--- src/rtl/tick_timer_arbiter.sv ---
// Round-robin arbiter sharing one W-bit one-shot timer among NREQ requesters.
// The timer counts rising edges of tick_in, sampled on i_qzt_clk, and pulses done to the owner.
module tick_timer_arbiter #(
  parameter int NREQ = 4,
  parameter int W    = 8
) (
  input  logic              i_qzt_clk,
  input  logic              i_rst,
  input  logic              i_tick_in,
  input  logic [NREQ-1:0]   i_req,
  input  logic [NREQ*W-1:0] i_limit_bus,
  output logic [NREQ-1:0]   o_grant,
  output logic [NREQ-1:0]   o_done,
  output logic              o_busy,
  output logic [W-1:0]      o_count
);
  localparam int PW = (NREQ > 1) ? $clog2(NREQ) : 1;

  // state  | meaning
  // IDLE   | no owner; arbitrate among requests
  // ARM    | owner latched, count cleared; ticks in this cycle are ignored
  // COUNT  | counting tick rising edges toward lim
  // DONE   | done pulse to owner; release next cycle
  typedef enum logic [1:0] {S_IDLE, S_ARM, S_COUNT, S_DONE} state_t;

  state_t          r_state;
  logic [PW-1:0]   r_rr_ptr;
  logic [PW-1:0]   r_owner;
  logic [W-1:0]    r_lim;
  logic [W-1:0]    r_count;
  logic [NREQ-1:0] r_grant;
  logic [NREQ-1:0] r_done;
  logic            r_busy;
  logic            r_tick_old;

  logic            w_tick_rise;
  logic            w_abort;
  logic            w_win_vld;
  logic [PW-1:0]   w_win_idx;
  logic [W-1:0]    w_count_inc;

  assign w_tick_rise = i_tick_in & ~r_tick_old;
  assign w_count_inc = r_count + W'(1);
  // Abort outranks expiry: a dropped request never sees a done pulse.
  assign w_abort     = ((r_state == S_ARM) || (r_state == S_COUNT)) && !i_req[r_owner];

  always_comb begin
    int v_idx;
    v_idx     = 0;
    w_win_vld = 1'b0;
    w_win_idx = '0;
    for (int i = 1; i <= NREQ; i++) begin
      v_idx = int'(r_rr_ptr) + i;
      if (v_idx >= NREQ) v_idx = v_idx - NREQ;
      if (!w_win_vld && i_req[v_idx]) begin
        w_win_vld = 1'b1;
        w_win_idx = PW'(v_idx);
      end
    end
  end

  always_ff @(posedge i_qzt_clk) begin
    if (i_rst) begin
      r_state    <= S_IDLE;
      r_rr_ptr   <= PW'(NREQ - 1);
      r_owner    <= '0;
      r_lim      <= '0;
      r_count    <= '0;
      r_grant    <= '0;
      r_done     <= '0;
      r_busy     <= 1'b0;
      r_tick_old <= 1'b0;
    end else begin
      r_tick_old <= i_tick_in;
      r_done     <= '0;
      if (w_abort) begin
        r_grant  <= '0;
        r_busy   <= 1'b0;
        r_rr_ptr <= r_owner;
        r_state  <= S_IDLE;
      end else begin
        case (r_state)
          S_IDLE: begin
            if (w_win_vld) begin
              r_owner <= w_win_idx;
              r_grant <= NREQ'(1) << w_win_idx;
              r_lim   <= i_limit_bus[w_win_idx*W +: W];
              r_count <= '0;
              r_busy  <= 1'b1;
              r_state <= S_ARM;
            end
          end
          S_ARM: begin
            if (r_lim == '0) begin
              r_done  <= r_grant;
              r_state <= S_DONE;
            end else begin
              r_state <= S_COUNT;
            end
          end
          S_COUNT: begin
            if (w_tick_rise) begin
              r_count <= w_count_inc;
              if (w_count_inc == r_lim) begin
                r_done  <= r_grant;
                r_state <= S_DONE;
              end
            end
          end
          S_DONE: begin
            r_grant  <= '0;
            r_busy   <= 1'b0;
            r_rr_ptr <= r_owner;
            r_state  <= S_IDLE;
          end
          default: r_state <= S_IDLE;
        endcase
      end
    end
  end

  assign o_grant = r_grant;
  assign o_done  = r_done;
  assign o_busy  = r_busy;
  assign o_count = r_count;
endmodule
--- config.mk ---
export PLATFORM = sky130hd
export DESIGN_NAME = tick_timer_arbiter
export DESIGN_NICKNAME = d
export VERILOG_FILES = /design/src/rtl/tick_timer_arbiter.sv
export SDC_FILE = /design/constraint.sdc
export NUM_CORES = 1
export LEC_CHECK = 0
export CORE_AREA = 2 2 85 62
export DETAILED_ROUTE_END_ITERATION = 8
export DIE_AREA = 0 0 87 64
export GPL_TIMING_DRIVEN = 1
export HOLD_SLACK_MARGIN = 0.06
export PLACE_DENSITY = 0.71
export SETUP_SLACK_MARGIN = 0.4
export SLEW_MARGIN = 5
export SYNTH_ARGS = -nofsm -noshare
export SYNTH_HDL_FRONTEND = slang
export SYNTH_SLANG_ARGS = --single-unit
--- constraint.sdc ---
create_clock -name i_qzt_clk -period 3.9 [get_ports i_qzt_clk]
set_input_delay 0.975 -clock i_qzt_clk [delete_from_list [all_inputs] [get_ports i_qzt_clk]]
set_output_delay 0.975 -clock i_qzt_clk [all_outputs]
set_load 0.005 [all_outputs]
* Word-level counts from Yosys, hierarchy flattened
Cells that the tools add are included.
** Word-level totals
- Bits in registers :: 32
- Output and inout bits :: 17
- Input bits :: 39
** Cells by class
- Order comparisons :: 9
- Shifts and indexed selects :: 2
- Reductions and logical operators :: 19
- $add $sub $neg :: 9
- Bitwise operators :: 3
- Mux-type cells :: 44
- Equal/unequal tests :: 7
** Operators with widths (count)
- < comparator 32 x 4 -> 1 bit, second input constant :: 4
- 2-to-1 mux 32 bit :: 4
- variable part select 32 x 6 -> 8 bit :: 1
- 2-to-1 mux 2 bit :: 9
- 2-to-1 mux 4 bit :: 4
- 2-to-1 mux 8 bit :: 2
- one-hot mux 4 bit (2 select lines) :: 2
- one-hot mux 8 bit (2 select lines) :: 1
- 2-to-1 mux 1 bit :: 15
- subtractor 3 x 3 -> 4 bit, second input constant :: 3
- binary-select mux 1 bit (select 2 bit) :: 5
- >= comparator 3 bit, second input constant :: 3
- adder 8 x 1 -> 8 bit, second input constant :: 1
- equality test 8 bit :: 1
- zero test 8 bit :: 1
- one-hot mux 2 bit (4 select lines) :: 1
- adder 2 x 2 -> 3 bit, second input constant :: 2
- AND reduction 3 bit :: 2
- nonzero test 2 bit :: 3
- subtractor 4 x 3 -> 5 bit, second input constant :: 1
- adder 2 x 3 -> 4 bit, second input constant :: 1
- equality test 2 bit, second input constant :: 2
- >= comparator 4 x 3 -> 1 bit, second input constant :: 1
- logical AND 1 bit :: 4
- other kinds (15) :: 20

* Longest topological paths before layout
Gate-level depths: netlist (run 1).
- Depth after elaboration :: 19
- Gate-level depth with buffers :: 9

* Worst setup path before layout (run 1)
No wires, ideal clock.
- Path type :: input to register
- Start :: in i_req[2]
- End :: reg r_count[2], in the netlist o_count[2]
- Required time :: 3830 ps
- Slack :: 1449 ps
- Arrival :: 2380 ps
- Stages on the path :: 6
- Path buffers :: 1
- Setup time :: 70 ps
- Path through :: mux4_2 nor2b_2 or4_1 buf_2 or3b_1 a21oi_1
** On the way
- Cells in the longest elaborated chain, start to end :: 15
- Elaborated cells on any way between the ends :: 29
- Those cells by class :: eq/ne (1); mux (18); bitwise (1); reduce/logical (9)
** Ends and longest elaborated chain
- start, declared :: line 10 : input logic [NREQ-1:0] i_req,
- binary-select mux 1 bit (select 2 bit) :: line 55 : if (!w_win_vld && i_req[v_idx]) begin
- 2-to-1 mux 1 bit (implied by the code) (2 in a row) :: line 55
- 2-to-1 mux 1 bit :: line 55
- zero test 1 bit :: line 55
- logical AND 1 bit :: line 55
- 2-to-1 mux 1 bit :: line 55
- zero test 1 bit :: line 55
- logical AND 1 bit :: line 55
- 2-to-1 mux 1 bit :: line 55
- zero test 1 bit :: line 55
- logical AND 1 bit :: line 55
- 2-to-1 mux 1 bit :: line 55
- inequality test 2 bit (no source line)
- AND reduction 4 bit (no source line) (*)
- end signal, assigned :: line 103 : r_count <= w_count_inc;
- end, declared :: line 30 : logic [W-1:0] r_count;
Every way passes the cells marked *; elsewhere a longest branch is shown, timed or not. The select of a mux whose other input is x is not followed.
A chain may end at the register's enable or synchronous reset.

* Worst setup path in the final report (run 1)
- Start :: in i_req[3]
- End :: reg r_count[2], in the netlist o_count[2]
Same word-level chain as after synthesis.

==> summary.txt, run 1 <==
Timing
  • Clock period minus worst slack: 2.89 ns
  • Final Setup Violations: 0
  • Final hold viol count: 0
  • Hold slack final: between 0.4 and 0.5 ns
  • Worst-case clock skew: 0.00161 ns
  • Final worst path period share: 74.1%
  • Relative slew margins: between 50% and 60%
  • Worst Tran Pin Value: 0.599 ns
  • Minimum setup slack in the final design: 1.01 ns
  • Highest clock rate: between 0.3 and 0.4 GHz
  • Unrepaired setup endpoints after global routing: no
  • Pins Over Slew Limit: 0
  • Total negative slack for setup checks: 0 ns

Clocking
  • Clock Root Buffer: clkbuf_8
  • TritonCTS clock tree: done
  • CTS clk-pin slew, worst paths: 0.06 ns
  • # clock sinks: 32
  • Number of buffers inserted during clock tree synthesis: 5
  • Number of post-CTS setup repair buffers: 0
  • H-tree lvl count: 2
  • Longest Clk Path Bufs: 2
  • Source-to-sink clock delay at the later pin of the worst-skew pair: 0.28 ns
  • CTS Hold Bufs: 0
  • Quantity of gates resized following cts: 0

Power
  • Pwr/cell area: 567 mW/mm^2
  • Total power: ~1.5 mW
  • Worst IR Drop VDD: 0.224 mV
  • Static leakage power: about 0.97 nW

Logic synthesis
  • Post-synthesis mux area share: 11.0%
  • Yosys warning count: 0
  • Largest family of logic cells by synthesized area: simple AND/OR/NAND/NOR gates
  • Fraction of the mapped netlist area in adder cells: around 3.2%
  • Post-synthesis sequential element count: 32
  • Synth Area in Compound Gates: 21.0%
  • Post-synth net total: 278
  • Fraction of synthesized cell area in xor and xnor cells: 4.06%
  • Share of the synthesized area in the top cell type: 33.0%
  • Post-synthesis instance area: 0.00194 mm^2
  • Gate count of the mapped netlist: 234
  • Distinct cells, synth: 45
  • Top area cells in the synthesized netlist: dfxtp_1 (33%), a21oi_1 (6.2%), nand2_1 (5.4%), mux2i_1 (5.2%), mux2_2 (4.6%)
  • Mean instance size in the synthesized netlist: roughly 8.3 um^2
  • Sequential element share of the synthesized area: 33.0%
  • Cell type contributing the most total cell area after synthesis: dfxtp_1
  • Area share of and/or/nand/nor cells after synthesis: 24.7%

Placement
  • Detailed-placement wirelength estimate: between 3000 and 4000 um
  • Cell count after placement: 337
  • Routability congestion estimate from global placement: 0.869
  • Quantity of I/O buffers inserted on ports: 55
  • Standard cell area after detailed placement: 0.00254 mm^2
  • Worst setup slack before clock tree synthesis: about 0.73 ns

GRT
  • Overflow after GRT: 0
  • Maximum number of pins on one net before global-route repair: 23
  • Antenna violations before repair: 0
  • Wire length of the first global-routing pass: 7650 um
  • Number of global-route vias before repair: ~1.7k
  • Total routing usage reported by global routing: ~17%

Floorplanning
  • Number of rows in the core area: 21
  • Ports placed on the boundary: 56
  • Vertical die dimension: about 64 um
  • Die area: 0.00557 mm^2
  • Initial core utilization: 41.3%
  • Die X-Extent: 87 um
  • Placeable core area: about 0.0047 mm^2

Layout
  • Core Util, Final: 55.6%
  • Final net count: 331
  • Number of antenna cells inserted: 0
  • Non-filler instance count after layout: 344
  • Layout cell share with drive strength beyond 1: 8.71%
  • Growth of design area from synthesis to finish: 34.7%
  • Final design area excluding fillers: 0.00262 mm^2

Routing
  • Vias after detailed routing: ~1.8k
  • First-pass iteration count of the detailed router: 5
  • DR iter-0 viols: a little under 80
  • DRC violations left: 0
  • Antenna Nets Post-Route: 0
  • Total detailed-routing wirelength: 4460 um
  • Number of vias per cell after detailed routing: approximately 5.3
  • Wire length per cell: between 10 and 15 um

Setup path
  • Worst endpoint required time: between 4 and 5 ns
  • Ordered list of cells on the worst path: clkdlybuf4s50_1 -> mux4_2 -> nor2b_2 -> or4_1 -> or3b_1 -> a21oi_1
  • Cell with the largest stage delay on the worst path: or4_1
  • Maximum fanout count along the critical path: 7
  • Endpoint arrival time on the critical path: 3.10 ns
  • Family with the most delay on the worst path: simple AND/OR/NAND/NOR gates
  • Start-to-end type of the worst setup path: input port to register
  • Critical Path Max Stage Delay: 0.66 ns
  • Kind of launch point of the worst setup path: input port
  • Buffers and inverters on the worst path: 1
  • Worst Setup End Kind: register

Status
  • Outcome: complete, no violations

Run
  • Max-capacitance violation count: 0

Worst hold path
  • Min-Delay Path Class: register to register
-- worst min-delay path, cell delays in order, from the launching register on --
cell	delay, ns
dfxtp_1	0.31
nand2_1	0.05
a21oi_1	0.05
-- worst paths after layout --
path	start	endpoint	slack, ns	cells past startpoint
worst min-delay path	o_grant[0]$_SDFFE_PP0P_	o_grant[0]$_SDFFE_PP0P_	0.47	2
worst max-delay path	i_req[3]	o_count[2]$_SDFFE_PP0P_	1.01	6
worst max register to register	o_count[0]$_SDFFE_PP0P_	o_done[0]$_SDFF_PP0_	1.42	7
worst min register to register	o_grant[0]$_SDFFE_PP0P_	o_grant[0]$_SDFFE_PP0P_	0.47	2
-- metal layers --
| metal | routed length (um) | track usage [%] | vias up | share of wire, % |
|---|---|---|---|---|
| met5 | 0 | 0 | - | 0 |
| met2 | 1920 | 27.1 | 50 | 43 |
| met3 | 258 | 3.49 | 6 | 5.8 |
| met4 | 34 | 5.86 | 0 | 0.76 |
| li1 | - | - | 954 | - |
| met1 | 2250 | 23.0 | 802 | 50 |
-- sequential cells by signal, indices dropped and copies added, names as in the netlist --
name,cells
o_grant,4
o_count,8
r_lim,8
r_rr_ptr,2
r_state,2
o_done,4
r_tick_old,1
r_owner,2
o_busy,1
-- power breakdown --
group	internal [mW]	leakage, nW	switching (mW)
sequential	0.411	0.262	0.0848
clock	0.121	0.0410	0.111
combinational	0.368	0.668	0.388
-- synth_stat cells, drive strengths merged --
| master | count |
|---|---|
| mux2 | 8 |
| nor4 | 2 |
| nor3 | 9 |
| or3 | 5 |
| and2 | 2 |
| or3b | 1 |
| a21o | 5 |
| nor3b | 4 |
| buf | 2 |
| and4 | 1 |
| nor2 | 18 |
| a21oi | 24 |
| o211ai | 9 |
| o22a | 1 |
| xnor2 | 4 |
| nor2b | 5 |
| dfxtp | 32 |
| mux4 | 1 |
| clkbuf | 10 |
| and3 | 1 |
| nand3 | 2 |
| o211a | 1 |
| a31oi | 2 |
| nand2 | 28 |
| nand3b | 3 |
| and4b | 1 |
| a211o | 3 |
| xor2 | 5 |
| o21ai | 5 |
| nand2b | 8 |
| a21boi | 1 |
| ha | 5 |
| a22oi | 2 |
| o31ai | 1 |
| or4 | 1 |
| mux2i | 10 |
| o32a | 1 |
| o32ai | 1 |
| a32oi | 1 |
| o221a | 1 |
| or2 | 3 |
| o2111ai | 2 |
| inv | 3 |
-- cell usage in the layout, fill, tap and decap left out, types with 2 or more instances in the layout --
| cell | instances |
|---|---|
| nand2b_1 | 8 |
| clkbuf_8 | 5 |
| and2_1 | 2 |
| mux2i_1 | 10 |
| xor2_1 | 5 |
| inv_1 | 3 |
| nand2_1 | 28 |
| a21o_1 | 5 |
| a21oi_1 | 24 |
| dfxtp_1 | 32 |
| o2111ai_1 | 2 |
| o21ai_0 | 4 |
| clkdlybuf4s50_1 | 55 |
| o211ai_1 | 9 |
| nand3b_1 | 3 |
| a22oi_1 | 2 |
| or2_2 | 3 |
| a211o_1 | 3 |
| or3_1 | 5 |
| mux2_2 | 8 |
| nor4_1 | 2 |
| nand3_1 | 2 |
| nor3b_1 | 4 |
| ha_1 | 5 |
| xnor2_1 | 4 |
| nor2_1 | 18 |
| buf_4 | 3 |
| nor2b_1 | 4 |
| nor3_1 | 9 |
-- cells by family after synthesis --
group           Yosys count
compound gates           60
xor+xnor                  9
fa+ha+maj                 5
buf+inv                  15
flops                    32
mux                      19
simple gates             94
-- layout make-up --
type,instances,area [um^2]
fill,458,2090
multi-input combinational,187,1240
sequential,32,641
timing repair buffer,58,573
clock buffer,6,72.6
tap,57,71.3
inverter,3,11.3
clock inverter,1,5.00
(Power assumes the default switching activity.)
==> run 2: changes to the inputs <==
--- a/config.mk
+++ b/config.mk
@@ -10,7 +10,7 @@
 export DIE_AREA = 0 0 87 64
 export GPL_TIMING_DRIVEN = 1
 export HOLD_SLACK_MARGIN = 0.06
-export PLACE_DENSITY = 0.71
+export PLACE_DENSITY = 0.73
 export SETUP_SLACK_MARGIN = 0.4
 export SLEW_MARGIN = 5
 export SYNTH_ARGS = -nofsm -noshare
==> constraint.sdc (replaced) <==
create_clock -name i_qzt_clk -period 2.4 [get_ports i_qzt_clk]
set_input_delay 0.6 -clock i_qzt_clk [delete_from_list [all_inputs] [get_ports i_qzt_clk]]
set_output_delay 0.6 -clock i_qzt_clk [all_outputs]
set_load 0.005 [all_outputs]
==> summary.txt, run 2 (same netlist as run 1, synthesis figures left out) <==
Timing
  • Final Setup Violations: 0
  • Highest clock rate: 0.503 GHz
  • Worst-case clock skew: approximately 0.0073 ns
  • Hold slack final: 0.461 ns
  • Final worst path period share: 82.8%
  • Final hold viol count: 0
  • Unrepaired setup endpoints after global routing: yes
  • Minimum setup slack in the final design: 0.413 ns
  • Worst Tran Pin Value: 0.441 ns
  • Pins Over Slew Limit: 0
  • Relative slew margins: 70.3%
  • Clock period minus worst slack: 1.99 ns

Clocking
  • CTS Hold Bufs: 0
  • H-tree lvl count: 2
  • Clock Root Buffer: clkbuf_8
  • # clock sinks: 32
  • TritonCTS clock tree: done
  • Longest Clk Path Bufs: 2
  • Number of buffers inserted during clock tree synthesis: 5
  • CTS clk-pin slew, worst paths: 0.07 ns
  • Source-to-sink clock delay at the later pin of the worst-skew pair: a little under 0.3 ns

Layout
  • Final net count: approximately 350
  • Growth of design area from synthesis to finish: 54.0%
  • Layout cell share with drive strength beyond 1: 25.1%
  • Fill cell count: 398
  • Most common library cell in the layout ignoring fill and taps: clkdlybuf4s50_1
  • Top library cells by usage in the layout, fill and taps aside: clkdlybuf4s50_1 (50), nand2_1 (28), dfxtp_1 (26)
  • Number of antenna cells inserted: 0

Floorplanning
  • Initial core utilization: 41.3%
  • Number of rows in the core area: 21
  • Vertical die dimension: 64 um
  • Die area: 0.00557 mm^2
  • Die X-Extent: 87 um
  • Placeable core area: 0.00470 mm^2
  • Ports placed on the boundary: 56

GRT
  • Total routing usage reported by global routing: roughly a fifth
  • Wire length of the first global-routing pass: 8780 um
  • Antenna violations before repair: 0
  • Overflow after GRT: 0
  • Maximum number of pins on one net before global-route repair: 23
  • Number of global-route vias before repair: around 1.9k

Setup path
  • Critical Path Max Stage Delay: ~0.37 ns
  • Worst Setup End Kind: register
  • Worst setup slack for register-to-register paths: 0.41 ns
  • Start point of the critical path: o_count[1]$_SDFFE_PP0P_
  • Depth of the critical timing path with buffers and inverters included: 8
  • Cell with the largest stage delay on the worst path: dfxtp_4
  • Worst Reg2Reg Path Length in Cells: 8
  • Endpoint arrival time on the critical path: 2.16 ns
  • Worst endpoint required time: around 2.6 ns
  • Kind of launch point of the worst setup path: register
  • Start-to-end type of the worst setup path: register to register
  • Family with the most delay on the worst path: compound AO/OA/AOI/OAI gates
  • Buffers and inverters on the worst path: 1
  • Maximum fanout count along the critical path: 4
  • Ordered list of cells on the worst path: ha_4 -> nand3_2 -> or2_4 -> a211o_1 -> a32oi_4 -> buf_4 -> a21oi_1 -> o32ai_1
  • R2r endpoint: r_state[1]$_SDFFE_PP0P_
  • End point of the critical path: r_state[1]$_SDFFE_PP0P_
  • Origin of the critical flop-to-flop path: o_count[1]$_SDFFE_PP0P_

Routing
  • Number of vias per cell after detailed routing: 5.51
  • DRC violations left: 0
  • Vias after detailed routing: around 2.0k
  • First-pass iteration count of the detailed router: 4
  • Wire length per cell: 13.9 um
  • Antenna Nets Post-Route: 0
  • DR iter-0 viols: 80
  • Total detailed-routing wirelength: about 5000 um

Power
  • Static leakage power: 1.14 nW
  • Pwr/cell area: 974 mW/mm^2
  • Worst IR Drop VDD: 0.389 mV

Run
  • Max-capacitance violation count: 0

Status
  • Outcome: complete, no violations

Placement
  • Routability congestion estimate from global placement: 0.853
  • Quantity of I/O buffers inserted on ports: 55
  • Detailed-placement wirelength estimate: between 3000 and 4000 um
  • Worst setup slack before clock tree synthesis: -0.229 ns

Worst hold path
  • Min-Delay Path Class: register to register
-- run 2: changes by cell type in the layout (fill, tap and decap cells not counted), sizes merged --
| cell | delta |
|---|---|
| buf | +25 |
| clkdlybuf4s50 | -5 |
| clkbuf | +3 |
| bufinv | +1 |
| clkinv | -1 |
| dlygate4sd2 | +1 |
-- run 2: cell type report --
| cell class | instances | area (um^2) | area share, % |
|---|---|---|---|
| multi-input combinational | 187 | 1370 | 45.9 |
| clock inverter | 1 | 30.0 | 1.00 |
| tap | 57 | 71.3 | 2.38 |
| sequential | 32 | 653 | 21.8 |
| clock buffer | 7 | 96.3 | 3.22 |
| timing repair buffer | 81 | 753 | 25.2 |
| inverter | 3 | 13.8 | 0.460 |
-- run 2: report_power, final --
group | leakage (nW) | switching (mW) | internal, mW
Sequential | 0.265 | 0.138 | 0.672
Clock | 0.0645 | 0.203 | 0.366
Combinational | 0.807 | 0.749 | 0.784
Total | 1.14 | 1.09 | 1.82
-- run 2: metal layers --
layer / share of wire (%) / GRT usage (%) / routed length (um) / vias to the layer above
met5: 0 / 0 / 0 / -
met1: 48 / 26.1 / 2430 / 966
met3: 4.2 / 4.01 / 217 / 6
met4: 0.94 / 5.27 / 48 / 0
met2: 47 / 32.0 / 2420 / 51
li1: - / - / - / 1005
-- run 2: per-stage QoR --
stage	setup TNS (ns)	power [mW]	cell area, um^2	utilization [%]	std cells
after floorplan	0	1.74	1980	-	234
after global placement	-2.17	2.17	2700	57.3	351
after detailed placement	-3.02	2.20	2700	57.3	351
after CTS	0	2.84	2930	62.2	364
after global routing	0	3.12	2990	63.6	368
final	0	2.91	2990	63.6	368
-- run 2: tightest hold or removal path, cell delays in order, from the launching register on --
cell	delay (ns)
dfxtp_1	0.32
nand2_1	0.05
a21oi_1	0.05
-- run 2: worst min path at each step --
stage                            start                      end  slack [ns]  depth (start not counted)
2_1_floorplan  o_grant[0]$_SDFFE_PP0P_  o_grant[0]$_SDFFE_PP0P_        0.46                          2
3_3_place_gp   o_grant[2]$_SDFFE_PP0P_  o_grant[2]$_SDFFE_PP0P_        0.45                          2
3_5_place_dp   o_grant[0]$_SDFFE_PP0P_  o_grant[0]$_SDFFE_PP0P_        0.45                          2
4_1_cts        o_grant[0]$_SDFFE_PP0P_  o_grant[0]$_SDFFE_PP0P_        0.46                          2
5_1_grt        o_grant[2]$_SDFFE_PP0P_  o_grant[2]$_SDFFE_PP0P_        0.49                          2
6_report       o_grant[2]$_SDFFE_PP0P_  o_grant[2]$_SDFFE_PP0P_        0.46                          2
-- run 2: timing repair --
action                                  in CTS  in global routing
buffers inserted                             5                  4
pin swaps                                    7                 12
endpoints found under the setup margin      31                 21
resized for setup                           26                 18
==> run 3: changes to the inputs <==
==> constraint.sdc (replaced) <==
create_clock -name i_qzt_clk -period 1.7 [get_ports i_qzt_clk]
set_input_delay 0.425 -clock i_qzt_clk [delete_from_list [all_inputs] [get_ports i_qzt_clk]]
set_output_delay 0.425 -clock i_qzt_clk [all_outputs]
set_load 0.005 [all_outputs]
==> summary.txt, run 3 (same netlist as run 1, synthesis figures left out) <==
GRT
  • Total routing usage reported by global routing: 24.8%
  • Maximum number of pins on one net before global-route repair: 22
  • Wire length of the first global-routing pass: approximately 11000 um
  • Antenna violations before repair: 0
  • Overflow after GRT: 0
  • Number of global-route vias before repair: 2208

Clocking
  • CTS clk-pin slew, worst paths: around 0.07 ns
  • Source-to-sink clock delay at the later pin of the worst-skew pair: 0.29 ns
  • # clock sinks: 32
  • Number of buffers inserted during clock tree synthesis: 5
  • Clock Root Buffer: clkbuf_8
  • Longest Clk Path Bufs: 2
  • H-tree lvl count: 2
  • CTS Hold Bufs: 0
  • TritonCTS clock tree: done

Layout
  • Layout cell share with drive strength beyond 1: 45.1%
  • Core Util, Final: around 75%
  • Final design area excluding fillers: 0.00354 mm^2
  • Top library cells by usage in the layout, fill and taps aside: buf_4 (37), clkdlybuf4s50_1 (33), buf_6 (30)
  • Most common library cell in the layout ignoring fill and taps: buf_4
  • Final net count: 393
  • Number of antenna cells inserted: 0
  • Growth of design area from synthesis to finish: 82.2%

Timing
  • Minimum setup slack in the final design: -0.246 ns
  • Pins Over Slew Limit: 0
  • Final Setup Violations: 30
  • Final hold viol count: 0
  • Relative slew margins: 70.8%
  • Unrepaired setup endpoints after global routing: yes
  • Worst Tran Pin Value: 0.433 ns
  • Clock period minus worst slack: 1.95 ns
  • Worst-case clock skew: 0.00917 ns
  • Final worst path period share: 114%
  • Highest clock rate: between 0.5 and 0.6 GHz
  • Hold slack final: 0.466 ns
  • Total negative slack for setup checks: -3.02 ns

Routing
  • Number of vias per cell after detailed routing: approximately 5.6
  • Total detailed-routing wirelength: 6920 um
  • DR iter-0 viols: ~120
  • Vias after detailed routing: 2297
  • First-pass iteration count of the detailed router: 4
  • Wire length per cell: roughly 17 um
  • DRC violations left: 0
  • Antenna Nets Post-Route: 0

Floorplanning
  • Ports placed on the boundary: 56
  • Initial core utilization: 41.3%
  • Vertical die dimension: 64 um
  • Number of rows in the core area: 21
  • Die X-Extent: a little under 90 um
  • Placeable core area: ~0.0047 mm^2
  • Die area: 0.00557 mm^2

Setup path
  • End point of the critical path: o_count[2]$_SDFFE_PP0P_
  • Worst Setup End Kind: register
  • Worst setup slack for register-to-register paths: -0.25 ns
  • Worst endpoint required time: 1.92 ns
  • Critical Path Max Stage Delay: about 0.6 ns
  • Depth of the critical timing path with buffers and inverters included: 6
  • Endpoint arrival time on the critical path: 2.17 ns
  • Ordered list of cells on the worst path: inv_2 -> ha_4 -> and2_1 -> or4_4 -> or3b_4 -> a21oi_2
  • R2r endpoint: o_count[2]$_SDFFE_PP0P_
  • Origin of the critical flop-to-flop path: r_state[1]$_SDFFE_PP0P_
  • Worst Reg2Reg Path Length in Cells: 6
  • Start-to-end type of the worst setup path: register to register
  • Maximum fanout count along the critical path: 5
  • Buffers and inverters on the worst path: 1
  • Kind of launch point of the worst setup path: register
  • Start point of the critical path: r_state[1]$_SDFFE_PP0P_
  • Family with the most delay on the worst path: simple AND/OR/NAND/NOR gates
  • Cell with the largest stage delay on the worst path: or4_4

Power
  • Worst IR Drop VDD: 0.517 mV
  • Fraction of power consumed by sequential logic: 24.3%
  • Clock power frac: between 10% and 20%
  • Static leakage power: 1.46 nW
  • Combinational Power Share: 62.9%
  • Switching power summed over all nets: 1.88 mW
  • Internal Power: 2.89 mW
  • Proportion of total power due to net switching: 39.3%
  • Pwr/cell area: 1350 mW/mm^2

Placement
  • Worst setup slack before clock tree synthesis: -0.706 ns
  • Standard cell area after detailed placement: 0.00300 mm^2
  • Quantity of I/O buffers inserted on ports: 55
  • Routability congestion estimate from global placement: 0.845
  • Detailed-placement wirelength estimate: 4270 um

Status
  • Outcome: finished, violations left
  • Violations in the final reports: setup timing

Run
  • Max-capacitance violation count: 0

Worst hold path
  • Min-Delay Path Class: register to register
  • Source of the worst hold timing path: o_grant[2]$_SDFFE_PP0P_
-- run 3: timing repair --
item	CTS	global route
setup buffers	11	2
pin swaps	24	30
gates resized for setup	117	44
gates cloned	3	0
endpoints found under the setup margin	48	43
-- run 3: tightest hold or removal path: cells and delay by family (launching register included) --
family           cells  cell delay (ns)
flip-flops           1             0.32
AO/OA/AOI/OAI        1             0.05
AND/OR/NAND/NOR      1             0.06
-- run 3: how the worst min path moves through the flow --
stage	end	slack (ns)	cells after the start
5_1_grt	o_grant[2]$_SDFFE_PP0P_	0.48	2
3_5_place_dp	o_grant[2]$_SDFFE_PP0P_	0.46	2
2_1_floorplan	o_grant[0]$_SDFFE_PP0P_	0.45	2
4_1_cts	o_grant[2]$_SDFFE_PP0P_	0.45	2
3_3_place_gp	o_grant[2]$_SDFFE_PP0P_	0.45	2
6_report	o_grant[2]$_SDFFE_PP0P_	0.47	2
-- run 3: stage by stage --
step | total power, mW | instances
after floorplan | 2.67 | 234
after global placement | 3.38 | 383
after detailed placement | 3.43 | 383
after CTS | 4.46 | 405
after global routing | 5.06 | 407
final | 4.77 | 407
-- run 3: final cells by class --
type | count | area, um^2
flip-flops and latches | 32 | 672
clock buffers | 8 | 90.1
well taps | 57 | 71.3
inverters | 3 | 13.8
fillers | 302 | 1170
repair buffers | 118 | 1160
multi-input cells | 189 | 1530
-- run 3: power by group through the flow --
stage	clock (mW)	sequential [mW]	combinational, mW
after floorplan	0	1.12	1.54
after global placement	0	1.14	2.24
after detailed placement	0	1.14	2.29
after CTS	0.610	1.14	2.71
after global routing	0.654	1.17	3.23
final	0.608	1.16	3.00
-- run 3: routing by layer --
layer  share of wire [%]  wire length (um)  global-route usage [%]  up-vias
met1                  42              2920                    32.1     1078
met5                   0                 0                       0        -
met3                 7.3               504                    6.98       25
met4                 3.7               253                    12.1        0
met2                  47              3240                    37.5      112
li1                    -                 -                       -     1082
